===== config.mk =====
export PLATFORM = sky130hd
export DESIGN_NAME = mult_unit_seq
export DESIGN_NICKNAME = d
export VERILOG_FILES = /design/src/rtl/mult_pkg.sv /design/src/rtl/cond_negate.sv /design/src/rtl/mult_unit_seq.sv
export SDC_FILE = /design/constraint.sdc
export NUM_CORES = 1
export LEC_CHECK = 0
export ABC_AREA = 1
export BUFFER_PORTS_ARGS = -buffer_cell sky130_fd_sc_hd__buf_2
export CAP_MARGIN = 20
export CORE_ASPECT_RATIO = 1.1
export CORE_MARGIN = 2
export CORE_UTILIZATION = 27
export DETAILED_ROUTE_END_ITERATION = 10
export PLACE_DENSITY = 0.43
export REMOVE_ABC_BUFFERS = 1
export SLEW_MARGIN = 20
export SYNTH_ARGS = -nofsm -noshare
export SYNTH_HDL_FRONTEND = slang
export SYNTH_HIERARCHICAL = 1
export SYNTH_SLANG_ARGS = --single-unit

===== constraint.sdc =====
create_clock -name clk -period 7.3 [get_ports clk]
set_input_delay 1.46 -clock clk [delete_from_list [all_inputs] [get_ports clk]]
set_output_delay 1.46 -clock clk [all_outputs]
set_load 0.01 [all_outputs]

===== src/rtl/mult_pkg.sv =====
// rtl/mult_pkg.sv - shared state encoding and defaults for the sequential multiplier
package mult_pkg;

    typedef enum logic [1:0] {
        IDLE = 2'd0,
        RUN  = 2'd1,
        FIX  = 2'd2,
        DONE = 2'd3
    } state_t;

    localparam int DEFAULT_WIDTH = 32;
    localparam int ITER          = DEFAULT_WIDTH;

endpackage


===== src/rtl/cond_negate.sv =====
// rtl/cond_negate.sv - conditional two's-complement negate: y = (x ^ {N{s}}) + s
module cond_negate #(
    parameter int N = 32
) (
    input  logic [N-1:0] x,
    input  logic         s,
    output logic [N-1:0] y
);

    assign y = (x ^ {N{s}}) + N'(s);

endmodule


===== src/rtl/mult_unit_seq.sv =====
// rtl/mult_unit_seq.sv - sequential shift-add multiplier producing HI/LO for mult/multu
module mult_unit_seq
    import mult_pkg::*;
#(
    parameter int WIDTH = DEFAULT_WIDTH,
    parameter int CNT_W = 6
) (
    input  logic             clk,
    input  logic             reset,
    input  logic             start,
    input  logic             is_signed,
    input  logic [WIDTH-1:0] a,
    input  logic [WIDTH-1:0] b,
    output logic             busy,
    output logic             done,
    output logic [WIDTH-1:0] hi,
    output logic [WIDTH-1:0] lo
);

    localparam logic [CNT_W-1:0] LAST_CNT = CNT_W'(WIDTH);

    state_t             state;
    logic [WIDTH-1:0]   ma;
    logic [WIDTH-1:0]   mb;
    logic [2*WIDTH-1:0] acc;
    logic [CNT_W-1:0]   cnt;
    logic               neg;

    logic               a_neg;
    logic               b_neg;
    logic [WIDTH-1:0]   a_mag;
    logic [WIDTH-1:0]   b_mag;
    logic [2*WIDTH-1:0] prod;
    logic [WIDTH:0]     sum;

    assign a_neg = is_signed & a[WIDTH-1];
    assign b_neg = is_signed & b[WIDTH-1];

    cond_negate #(.N(WIDTH)) u_neg_a (
        .x (a),
        .s (a_neg),
        .y (a_mag)
    );

    cond_negate #(.N(WIDTH)) u_neg_b (
        .x (b),
        .s (b_neg),
        .y (b_mag)
    );

    cond_negate #(.N(2*WIDTH)) u_neg_prod (
        .x (acc),
        .s (neg),
        .y (prod)
    );

    // The carry out of the upper-half add becomes the new MSB after the shift.
    assign sum = {1'b0, acc[2*WIDTH-1:WIDTH]} + {1'b0, ma};

    always_ff @(posedge clk or posedge reset) begin
        if (reset) begin
            state <= IDLE;
            busy  <= 1'b0;
            done  <= 1'b0;
            hi    <= '0;
            lo    <= '0;
            ma    <= '0;
            mb    <= '0;
            acc   <= '0;
            cnt   <= '0;
            neg   <= 1'b0;
        end else begin
            case (state)
                IDLE: begin
                    done <= 1'b0;
                    if (start) begin
                        ma    <= a_mag;
                        mb    <= b_mag;
                        neg   <= a_neg ^ b_neg;
                        acc   <= '0;
                        cnt   <= '0;
                        busy  <= 1'b1;
                        state <= RUN;
                    end
                end
                RUN: begin
                    if (cnt == LAST_CNT) begin
                        state <= FIX;
                    end else begin
                        if (mb[0]) begin
                            acc <= {sum, acc[WIDTH-1:1]};
                        end else begin
                            acc <= {1'b0, acc[2*WIDTH-1:1]};
                        end
                        mb  <= mb >> 1;
                        cnt <= cnt + 1'b1;
                    end
                end
                FIX: begin
                    {hi, lo} <= prod;
                    done     <= 1'b1;
                    busy     <= 1'b0;
                    state    <= DONE;
                end
                DONE: begin
                    done  <= 1'b0;
                    state <= IDLE;
                end
                default: state <= IDLE;
            endcase
        end
    end

endmodule


# Word level (Yosys, flattened, before mapping)
# Cells that the tools add are included.
totals:
  register_bits: 203
  latch_bits: 0
  ramBits: 0
  romBits: 0
  inputBits: 68
  output_inout_bits: 66
  wordCells: 53
  n_memories: 0
op_classes:
  addsub: 5
  multipliers: 0
  n_div: 0
  order_cmp: 0
  n_eq_ne: 7
  shift: 0
  muxes: 16
  bitwise_logic: 6
  reduce_logical: 9
op_table:
  columns: ["operator", "count"]
  rows:
  - ["2-to-1 mux 64 bit", 3]
  - ["case mux 64 bit (2 select lines)", 1]
  - ["adder 32 x 1 -> 32 bit", 2]
  - ["adder 64 x 1 -> 64 bit", 1]
  - ["2-to-1 mux 32 bit", 2]
  - ["case mux 32 bit (2 select lines)", 1]
  - ["bitwise XOR 32 bit", 2]
  - ["bitwise XOR 64 bit", 1]
  - ["adder 32 x 32 -> 33 bit", 1]
  - ["2-to-1 mux 6 bit", 2]
  - ["case mux 6 bit (2 select lines)", 1]
  - ["case mux 2 bit (4 select lines)", 1]
  - ["adder 6 x 1 -> 6 bit (second input constant)", 1]
  - ["equality test 6 bit (second input constant)", 1]
  - ["!= test 2 bit (second input constant)", 3]
  - ["AND reduction 2 bit", 3]
  - ["nonzero test 2 bit", 3]
  - ["equality test 2 bit (second input constant)", 2]
  - ["2-to-1 mux 2 bit", 2]
  - ["case mux 1 bit (2 select lines)", 2]
  - ["AND reduction 3 bit", 1]
  - ["AND 1 bit", 2]
  - ["equality test 2 x 1 -> 1 bit (second input constant)", 1]
  - ["logical NOT 2 bit", 1]
  - ["other kinds (3)", 3]

# Longest topological paths before layout
# Gate-level depths: netlist of run 1.
logic_depth:
  word_depth: 5
  mapped_depth: 16
  depth_no_buf: 15

# By module
# Netlist of run 1, hierarchy kept.
by_module_without_submodules:
  columns: ["module", "n_inst", "cells_per_inst", "area_each_um2", "seq_area_each_um2"]
  rows:
  - ["mult_unit_seq", 1, 1471, 10842.9, 5079.9]
  - ["cond_negate at u_neg_prod", 1, 823, 3557.2, 0.0]
  - ["cond_negate at u_neg_a ...", 2, 401, 1730.4, 0.0]

# Worst setup path after synthesis of run 1
# No wires, ideal clock.
synth_path:
  kind: "input-to-reg"
  startpoint: "input is_signed"
  endpoint: "register mb[30]"
  setup_time_ps: 130
  arrival_time_ps: 3006
  t_required_ps: 7170
  setup_slack_ps: 4164
  cell_stages: 15
  path_buffers: 1
  cell_sequence: "nand2_1 -> inv_1 -> buf_4 -> nand2_1 -> nand2_1 -> ha_1 -> nand2_1 -> nor2_2 -> nand2_1 -> nor2_4 -> nand2_1 -> nand2_1 -> nand2_1 -> o211ai_1 -> o21ai_0"
synth_between:
  elab_chain_len: 5
synth_rtl:
  columns: ["element", "line_no", "text"]
  rows:
  - ["start, declared", "mult_unit_seq.sv:11", "input logic is_signed,"]
  - ["AND 1 bit *", "mult_unit_seq.sv:37", "assign b_neg = is_signed & b[WIDTH-1];"]
  - ["net b_neg", "mult_unit_seq.sv:30", "logic b_neg;"]
  - ["bitwise XOR 32 bit", "cond_negate.sv:10", "assign y = (x ^ {N{s}}) + N'(s);"]
  - ["adder 32 x 1 -> 32 bit *", "cond_negate.sv:10", null]
  - ["net b_mag[30]", "mult_unit_seq.sv:32", "logic [WIDTH-1:0] b_mag;"]
  - ["2-to-1 mux 32 bit *", "mult_unit_seq.sv:76", "if (start) begin"]
  - ["case mux 32 bit (2 select lines) *", "mult_unit_seq.sv:73", "case (state)"]
  - ["end signal, assigned", "mult_unit_seq.sv:78", "mb <= b_mag;"]
  - ["end signal, assigned", "mult_unit_seq.sv:95", "mb <= mb >> 1;"]
  - ["end, declared", "mult_unit_seq.sv:24", "logic [WIDTH-1:0] mb;"]
# Mark *: on every way through the listed nets, which the timed path passes. The rest lies on a longest branch. The select of a mux whose other input is x is not followed.
# A chain may end at the register's enable or synchronous reset.

# Final worst setup path of run 1
layout_path:
  startpoint: "register neg"
  endpoint: "register hi[12]"
layout_between:
  elab_chain_len: 2
layout_rtl:
  columns: ["element", "line_no", "text"]
  rows:
  - ["start, declared", "mult_unit_seq.sv:27", "logic neg;"]
  - ["start signal, assigned", "mult_unit_seq.sv:79", "neg <= a_neg ^ b_neg;"]
  - ["bitwise XOR 64 bit", "cond_negate.sv:10", null]
  - ["adder 64 x 1 -> 64 bit *", "cond_negate.sv:10", null]
  - ["net prod[44]", "mult_unit_seq.sv:33", "logic [2*WIDTH-1:0] prod;"]
  - ["end signal, assigned", "mult_unit_seq.sv:100", "{hi, lo} <= prod;"]
  - ["end, declared", "mult_unit_seq.sv:16", "output logic [WIDTH-1:0] hi,"]
# Mark *: on every way through the listed nets, which the timed path passes. The rest lies on a longest branch.

==> results of run 1 <==
[final cells by class]
class                           count  area [um2]  area share
Clock buffer                       37         763      0.0381
Tap cell                          850        1060      0.0531
Inverter                          430        1620      0.0811
Sequential cell                   203        5080       0.254
Timing Repair Buffer              147         771      0.0385
Multi-Input combinational cell   2371       10600       0.529
Clock inverter                     13         128     0.00637
[Yosys cell counts (24+ instances only)]
master / count
o21ai_0: 45
o211ai_1: 31
nand2_1: 1524
o22ai_1: 33
ha_1: 44
nand2_2: 24
xor2_1: 64
nand3_1: 106
buf_2: 30
a21oi_1: 36
nor2_2: 37
inv_1: 421
nor2_1: 321
dfrtp_1: 203
[critical path: cells and delay by family, from the launching register on]
kind	cells	cell delay (ns)
adder cells (fa/ha/maj)	1	0.28
buffers and inverters	2	0.91
flip-flops	1	0.62
AND/OR/NAND/NOR	11	1.70
[metrics by stage]
stage / instance area (um2) / hold WS [ns] / instances
final: 20000 / 0.462 / 4051
after global routing: 20000 / 0.480 / 4051
after CTS: 20000 / 0.469 / 4051
after detailed placement: 19100 / 0.456 / 4001
after global placement: 19100 / 0.450 / 4001
after floorplan: 17300 / 0.453 / 3004
[registers in the layout (all words and copies together), names as in the netlist]
signal  cells
cnt         6
done        1
ma         32
lo         32
hi         32
busy        1
mb         32
acc        64
state       2
neg         1
[report_power, final]
| part | total (uW) | switching [uW] | internal [uW] |
|---|---|---|---|
| clock network | 1340 | 540 | 801 |
| logic | 4830 | 3330 | 1490 |
| registers | 2080 | 421 | 1660 |
[final timing paths]
| kind | start | endpoint | slack (ns) |
|---|---|---|---|
| hold / removal | lo[27]$_DFFE_PP0P_ | lo[27]$_DFFE_PP0P_ | 0.46 |
| min in group asynchronous | reset | hi[27]$_DFFE_PP0P_ | 1.04 |
| setup / recovery | neg$_DFFE_PP0P_ | hi[12]$_DFFE_PP0P_ | 3.63 |
| max in group asynchronous | reset | lo[7]$_DFFE_PP0P_ | 4.81 |
| setup reg to reg | neg$_DFFE_PP0P_ | hi[12]$_DFFE_PP0P_ | 3.63 |
| hold reg to reg | lo[27]$_DFFE_PP0P_ | lo[27]$_DFFE_PP0P_ | 0.46 |
[kinds of logic (layout without fill, tap and decap cells)]
kind of cell	Yosys count	after routing	share of synthesized area
flip-flops	203	203	0.284
XOR/XNOR	82	82	0.0402
adder cells (fa/ha/maj)	45	45	0.0319
AO/OA/AOI/OAI	176	176	0.0572
AND/OR/NAND/NOR	2068	2068	0.464
buffers and inverters	522	627	0.122
[per-layer routing]
metal | GRT usage | up-vias
met1 | 0.228 | 7717
met3 | 0.0148 | 86
met4 | 0.0542 | 0
li1 | - | 9499
met5 | 0 | -
met2 | 0.291 | 253
==> impl_metrics.toml, run 1 <==
[critical_path]
cpPeakStageDelay_ns = 0.62
cp_cell_sequence = "inv_4 > buf_4 > nand2_1 > nand2_1 > ha_1 > nand3_1 > nor2_2 > nand2_1 > nor2_1 > nand2_1 > nand2_1 > nand2_1 > nand2_1 > nand2_1"
start_kind = "flop"
cp.required_ns = 7.74
cp_slowest_cell = "dfrtp_2"
critPathKind = "flop to flop"
cp-end-kind = "flop"
cp.arrival_ns = 4.12
worstRegToRegCells = 14
crit_path_frequent_cell = "nand2_1"
worstPathMaxFanout = 43

[clocking]
h-tree-depth = 1
hold_buffers = 0
path_clk_slew_ns = 0.06
clk_latency_ns = 0.57
cts_buffer_depth = 3
cts_tree = "built"
cts_resized = 0
cts_root_buf = "clkbuf_16"
cts_setup_buffers = 0
clkSinkCount = 203
numCtsBuffers = 27

[logic_synthesis]
ys_seq_elements = 203
yosysWarnings = 6
seq_area_frac_synth = 0.284
synth_top_cell_area_share = 0.320
synthCells = 3096
synth_edf_count = 0
synth_cell_types = 41
syn_area_um2 = 17900
yosys.area.top_type = "nand2_1"
avgSynthCellArea_um2 = 5.77
synthTopCellsByArea = "nand2_1, dfrtp_1, inv_1"
synth-main-ff-cell = "dfrtp_1"
async_flop_share = 1.00

[timing]
clock.fmax_mhz = 272
grt_setup_unrepaired = "no"
setup_tns_ns = 0
finClkSkew_ns = 0.0232
setup_slack_ns = 3.63
slew_violations = 0
hold_viol = 0
finalSetupViolCount = 0
fin_crit_sh = 0.503
maxSlewHeadroom = 0.417
worstMarginPinSlew_ns = 0.874
fin_crit_ns = 3.67

[route]
route.detailed.drc = 0
wire_per_inst_um = 14.2
drt_iter0_drc = 871
highest_layer = "met4"
dr_total_vias = 17555
wl_met2_um = 26400
ant_nets = 0
wl_met1_um = 27700
dr.pass1.iters = 5
vias_per_cell = 4.33
drt_wl_total_um = 57600
wl_met3_um = 1660

[power]
peakVddDrop_uv = 210
p_per_area_nw_per_um2 = 412
total_power_uw = 8250
power_leakage_uw = 0.0109

[finish]
fillCellCount = 7591
drive_gt1_frac = 0.0903
final_cell_mix = "nand2_1, inv_1, nor2_1, dfrtp_1, buf_2"
area_growth_pct = 12.2
diodes = 0
finalNetCount = 3293
final_common_cell = "nand2_1"
final_util = 0.307

[global_routing]
grt_max_degree = 111
grt_overflow = 0
antenna_found_initial = 0
grt_pass1_vias = 17096
grt_pass1_wl_um = 93800
grt_usage = 0.171

[floorplan]
ioPinCount = 134
die-width_um = 249
core_um2 = 65200
dieHeight_um = 274
initial_core_util = 0.274
fp-row-count = 98
die_area_um2 = 68200

[run]
max_cap_violations = 0

[placed_design]
pre_cts_ws_ns = 3.20
io_buffer_count = 133
place_congestion = 0.907
hpwlAfterDp_um = 45700

[outcome]
outcome = "finished, final reports clean"

[worst_hold_path]
min_path_type = "flop to flop"
min_path_cells = 2
Power figures use the tool's default switching activity.
==> run 2, diff against run 1 <==
==> constraint.sdc (replaced) <==
create_clock -name clk -period 3.17 [get_ports clk]
set_input_delay 0.634 -clock clk [delete_from_list [all_inputs] [get_ports clk]]
set_output_delay 0.634 -clock clk [all_outputs]
set_load 0.01 [all_outputs]
==> run 2 against run 1 <==
  * Non-clock buffer count increased by 13
  * Fmax grew 36%
  * Critical path depth increased by 1
  * First-iteration DRC count shrank 2.5%
  * Via count decreased by 0.32%
  * Cell count up 0.17%
  * Combinational power grew 130%
  * Wire length shrank 0.46%
  * Die area stayed put
  * Global-route usage is 0.21 points lower
  * Sequential power up 130%
  * Largest power group unchanged
==> impl_metrics.toml, run 2 (synthesis results as in run 1) <==
[critical_path]
worstPathMaxFanout = 31
cp.required_ns = 3.59
start_kind = "flop"
critPathKind = "flop to flop"
cp-end-kind = "flop"
cp.arrival_ns = 3.13

[finish]
final_common_cell = "nand2_1"
area_growth_pct = 12.8
diodes = 0
drive_gt1_frac = 0.0913
regMostFlops = "acc"
finalNetCount = 3304
final_cell_mix = "nand2_1, inv_1, nor2_1, dfrtp_1, buf_2"
largest_register_ffs = 64

[power]
peakVddDrop_uv = 449
p_per_area_nw_per_um2 = 942
power_leakage_uw = 0.0109

[route]
route.detailed.drc = 0
wl_met3_um = 1440
ant_nets = 0
wl_met2_um = 26800
drt_iter0_drc = 849
dr.pass1.iters = 4
wl_met1_um = 27400
dr_total_vias = 17498
wire_per_inst_um = 14.1
highest_layer = "met4"
drt_wl_total_um = 57300
vias_per_cell = 4.31

[timing]
fin_crit_sh = 0.853
slew_violations = 0
grt_setup_unrepaired = "no"
hold_viol = 0
holdWs_ns = 0.149
setup_tns_ns = 0
finalSetupViolCount = 0
worstMarginPinSlew_ns = 0.756
finClkSkew_ns = 0.0275
maxSlewHeadroom = 0.496
fin_crit_ns = 2.70
clock.fmax_mhz = 370

[placed_design]
hpwlAfterDp_um = 46400
place_congestion = 0.914
io_buffer_count = 133

[floorplan]
die-width_um = 249
ioPinCount = 134
initial_core_util = 0.274
dieHeight_um = 274
fp-row-count = 98
die_area_um2 = 68200
core_um2 = 65200

[run]
max_cap_violations = 0

[clocking]
path_clk_slew_ns = 0.07
h-tree-depth = 1
numCtsBuffers = 25
cts_root_buf = "clkbuf_16"
cts_resized = 0
hold_buffers = 0
cts_setup_buffers = 0
cts_buffer_depth = 3
cts_tree = "built"
clkSinkCount = 203
clk_latency_ns = 0.56

[worst_hold_path]
min_path_type = "input pin to async pin"

[global_routing]
grt_overflow = 0
grt_max_degree = 72
grt_pass1_vias = 17100
antenna_found_initial = 0
grt_pass1_wl_um = 92800
grt_usage = 0.169

[outcome]
outcome = "finished, final reports clean"
[run 2: through the flow]
step	total power (uW)	area [um2]	setup WS (ns)	util	instances
CTS	19300	20200	0.425	0.309	4058
finish	19000	20200	0.466	0.309	4058
global placement	16300	19300	0.256	0.297	4014
global route	21100	20200	0.173	0.309	4058
detailed placement	16300	19300	0.230	0.297	4014
floorplan	12500	17300	-3.00	-	3004
[run 2: path summary, 6_finish.rpt]
check	from	endpoint	slack, ns	depth (start not counted)
max in group asynchronous	reset	ma[21]$_DFFE_PP0P_	2.25	3
worst min register to register	lo[14]$_DFFE_PP0P_	lo[14]$_DFFE_PP0P_	0.46	2
worst max-delay path	neg$_DFFE_PP0P_	hi[24]$_DFFE_PP0P_	0.47	15
worst max register to register	neg$_DFFE_PP0P_	hi[24]$_DFFE_PP0P_	0.47	15
worst min-delay path	reset	acc[28]$_DFFE_PP0P_	0.15	2
min in group clk	is_signed	neg$_DFFE_PP0P_	0.44	4
[run 2: where the power goes]
group	switching [uW]	total [uW]	internal, uW	leakage [uW]
combinational	7730	11300	3580	0.00795
clock	1180	2890	1710	0.000396
sequential	954	4770	3820	0.00257
[run 2: final cells by class]
cell class / instances / area [um2]
Multi-Input combinational cell: 2371 / 10600
Clock inverter: 7 / 96.3
Inverter: 430 / 1620
Tap cell: 850 / 1060
Fill cell: 7557 / 45100
Timing Repair Buffer: 160 / 968
Clock buffer: 37 / 711
Sequential cell: 203 / 5080
[run 2: metal layers]
metal | track usage | vias to the layer above
met5 | 0 | -
met4 | 0.0504 | 0
met3 | 0.0148 | 76
met2 | 0.295 | 229
met1 | 0.220 | 7669
li1 | - | 9524
[run 2: worst max-delay path, stage by stage, from the launching register on]
cell and delay, ns:
dfrtp_2 0.68, inv_4 0.08, buf_12 0.19, buf_4 0.23
nand2_1 0.09, nand2_1 0.17, nor2_2 0.20, nand2_1 0.12
nor2_2 0.19, nand2_1 0.07, nor2_1 0.21, nand2_1 0.08
nand2_1 0.06, nand2_1 0.06, nand2_1 0.07, nand2_1 0.05
==> run 3, diff against run 2 <==
--- a/config.mk
+++ b/config.mk
@@ -6,9 +6,8 @@
 export NUM_CORES = 1
 export LEC_CHECK = 0
 export ABC_AREA = 1
-export BUFFER_PORTS_ARGS = -buffer_cell sky130_fd_sc_hd__buf_2
+export BUFFER_PORTS_ARGS = -buffer_cell sky130_fd_sc_hd__clkbuf_2
 export CAP_MARGIN = 20
-export CORE_ASPECT_RATIO = 1.1
 export CORE_MARGIN = 2
 export CORE_UTILIZATION = 27
 export DETAILED_ROUTE_END_ITERATION = 10
==> run 3 against run 2 <==
  * Global-route usage is 0.19 points higher
  * Sequential power hardly changed
  * First-iteration DRC count is 14% higher
  * Count of clock-buffer cells in the layout is 1 lower
  * Fmax is 4.0% higher
  * Cell count is 0.42% higher
  * Sequential share of layout area is 0.15 points lower
  * Setup slack better by 0.10 ns
  * Worst hold slack worse by 0.0081 ns
  * Clock power is 10% higher
  * Highest routed layer unchanged
==> impl_metrics.toml, run 3 (synthesis results as in run 1) <==
[clocking]
cts_resized = 0
cts_root_buf = "clkbuf_16"
cts_buffer_depth = 3
cts_tree = "built"
cts_setup_buffers = 0
path_clk_slew_ns = 0.06
clk_latency_ns = 0.55
h-tree-depth = 1
hold_buffers = 0
numCtsBuffers = 26
clkSinkCount = 203

[global_routing]
grt_pass1_wl_um = 93200
grt_pass1_vias = 17091
grt_overflow = 0
grt_max_degree = 76
grt_usage = 0.170
antenna_found_initial = 0

[route]
wire_per_inst_um = 14.2
drt_iter0_drc = 972
dr.pass1.iters = 5
dr_total_vias = 17557
vias_per_cell = 4.31
ant_nets = 0
route.detailed.drc = 0
drt_wl_total_um = 57800

[floorplan]
die_area_um2 = 68200
initial_core_util = 0.272
ioPinCount = 134
dieHeight_um = 261
core_um2 = 65600
die-width_um = 261
fp-row-count = 94

[worst_hold_path]
min_path_type = "input pin to async pin"

[finish]
diodes = 0
fin_cells = 4075
fin_area_um2 = 20300
area_growth_pct = 13.5
finalNetCount = 3306
drive_gt1_frac = 0.0944
final_common_cell = "nand2_1"
regMostFlops = "acc"
fillCellCount = 7579
final_cell_mix = "nand2_1, inv_1, nor2_1, dfrtp_1, clkbuf_2"
largest_register_ffs = 64
final_util = 0.309

[critical_path]
crit_path_frequent_cell = "nand2_1"
cp_slowest_cell = "dfrtp_2"
critPathTopFamily = "simple AND/OR/NAND/NOR gates"
crit_path_start = "neg$_DFFE_PP0P_"
cp_cell_sequence = "inv_4 > buf_12 > nand2_1 > nand2_2 > nand3_4 > nor2_1 > nand2_1 > nor2_4 > nand2_1 > nand2_1 > nand2_1 > nand2_1 > nand2_1"
cpPeakStageDelay_ns = 0.51
cp-end-kind = "flop"
cp.arrival_ns = 3.04
crit_buf_inv = 2
start_kind = "flop"
worstPathMaxFanout = 75
r2r-start = "neg$_DFFE_PP0P_"
critPathKind = "flop to flop"
cp.required_ns = 3.61

[placed_design]
place_area_um2 = 19300
place_inst = 4029
pre_cts_ws_ns = 0.305
io_buffer_count = 133
hpwlAfterDp_um = 46800
place_congestion = 0.903

[timing]
fin_crit_sh = 0.820
finClkSkew_ns = 0.00921
grt_setup_unrepaired = "no"
hold_viol = 0
holdWs_ns = 0.141
fin_crit_ns = 2.60
finalSetupViolCount = 0
clock.fmax_mhz = 385
worstMarginPinSlew_ns = 0.746
setup_slack_ns = 0.571
maxSlewHeadroom = 0.503
slew_violations = 0

[power]
p_per_area_nw_per_um2 = 949
power_leakage_uw = 0.0110
peakVddDrop_uv = 508

[run]
max_cap_violations = 0

[outcome]
outcome = "finished, final reports clean"
-- run 3: report_power, final --
group / leakage, uW / switching [uW] / total (uW) / internal (uW)
clock network: 0.000454 / 1200 / 3180 / 1970
logic: 0.00796 / 7730 / 11300 / 3550
registers: 0.00257 / 969 / 4790 / 3820
total: 0.0110 / 9900 / 19200 / 9340
-- run 3: area by class of cell --
cell class / count / area (um2) / share of cell area
clock buffers: 36 / 790 / 0.0389
repair buffers: 161 / 951 / 0.0469
inverters: 430 / 1620 / 0.0801
multi-input cells: 2371 / 10600 / 0.523
well taps: 864 / 1080 / 0.0533
flip-flops and latches: 203 / 5080 / 0.251
clock inverters: 10 / 138 / 0.00679
-- run 3: final timing paths --
check | end | slack [ns] | cells after the start
setup reg to reg | hi[25]$_DFFE_PP0P_ | 0.57 | 13
min in group clk | busy$_DFFE_PP0P_ | 0.47 | 4
setup / recovery | hi[25]$_DFFE_PP0P_ | 0.57 | 13
max in group asynchronous | hi[19]$_DFFE_PP0P_ | 2.31 | 3
hold reg to reg | lo[6]$_DFFE_PP0P_ | 0.47 | 2
hold / removal | lo[30]$_DFFE_PP0P_ | 0.14 | 2
-- run 3: metrics by stage --
step,setup TNS [ns],total power [uW]
after floorplan,-724.64,12500
after detailed placement,0,16300
final,0,19200
after global placement,0,16300
after global routing,0,21400
after CTS,0,19600
-- run 3: metal layers --
| metal | up-vias | part of all wire | track usage |
|---|---|---|---|
| met4 | 0 | 0.016 | 0.0327 |
| li1 | 9528 | - | - |
| met2 | 212 | 0.48 | 0.299 |
| met3 | 60 | 0.024 | 0.0129 |
| met1 | 7757 | 0.48 | 0.230 |
| met5 | - | 0 | 0 |
-- run 3: worst reg2reg max path, cell delays in order (launching register included) --
cell and delay [ns]:
dfrtp_2 0.51, inv_4 0.11, buf_12 0.29, nand2_1 0.11, nand2_2 0.12, nand3_4 0.13, nor2_1 0.35, nand2_1 0.25
nor2_4 0.27, nand2_1 0.08, nand2_1 0.06, nand2_1 0.08, nand2_1 0.08, nand2_1 0.06
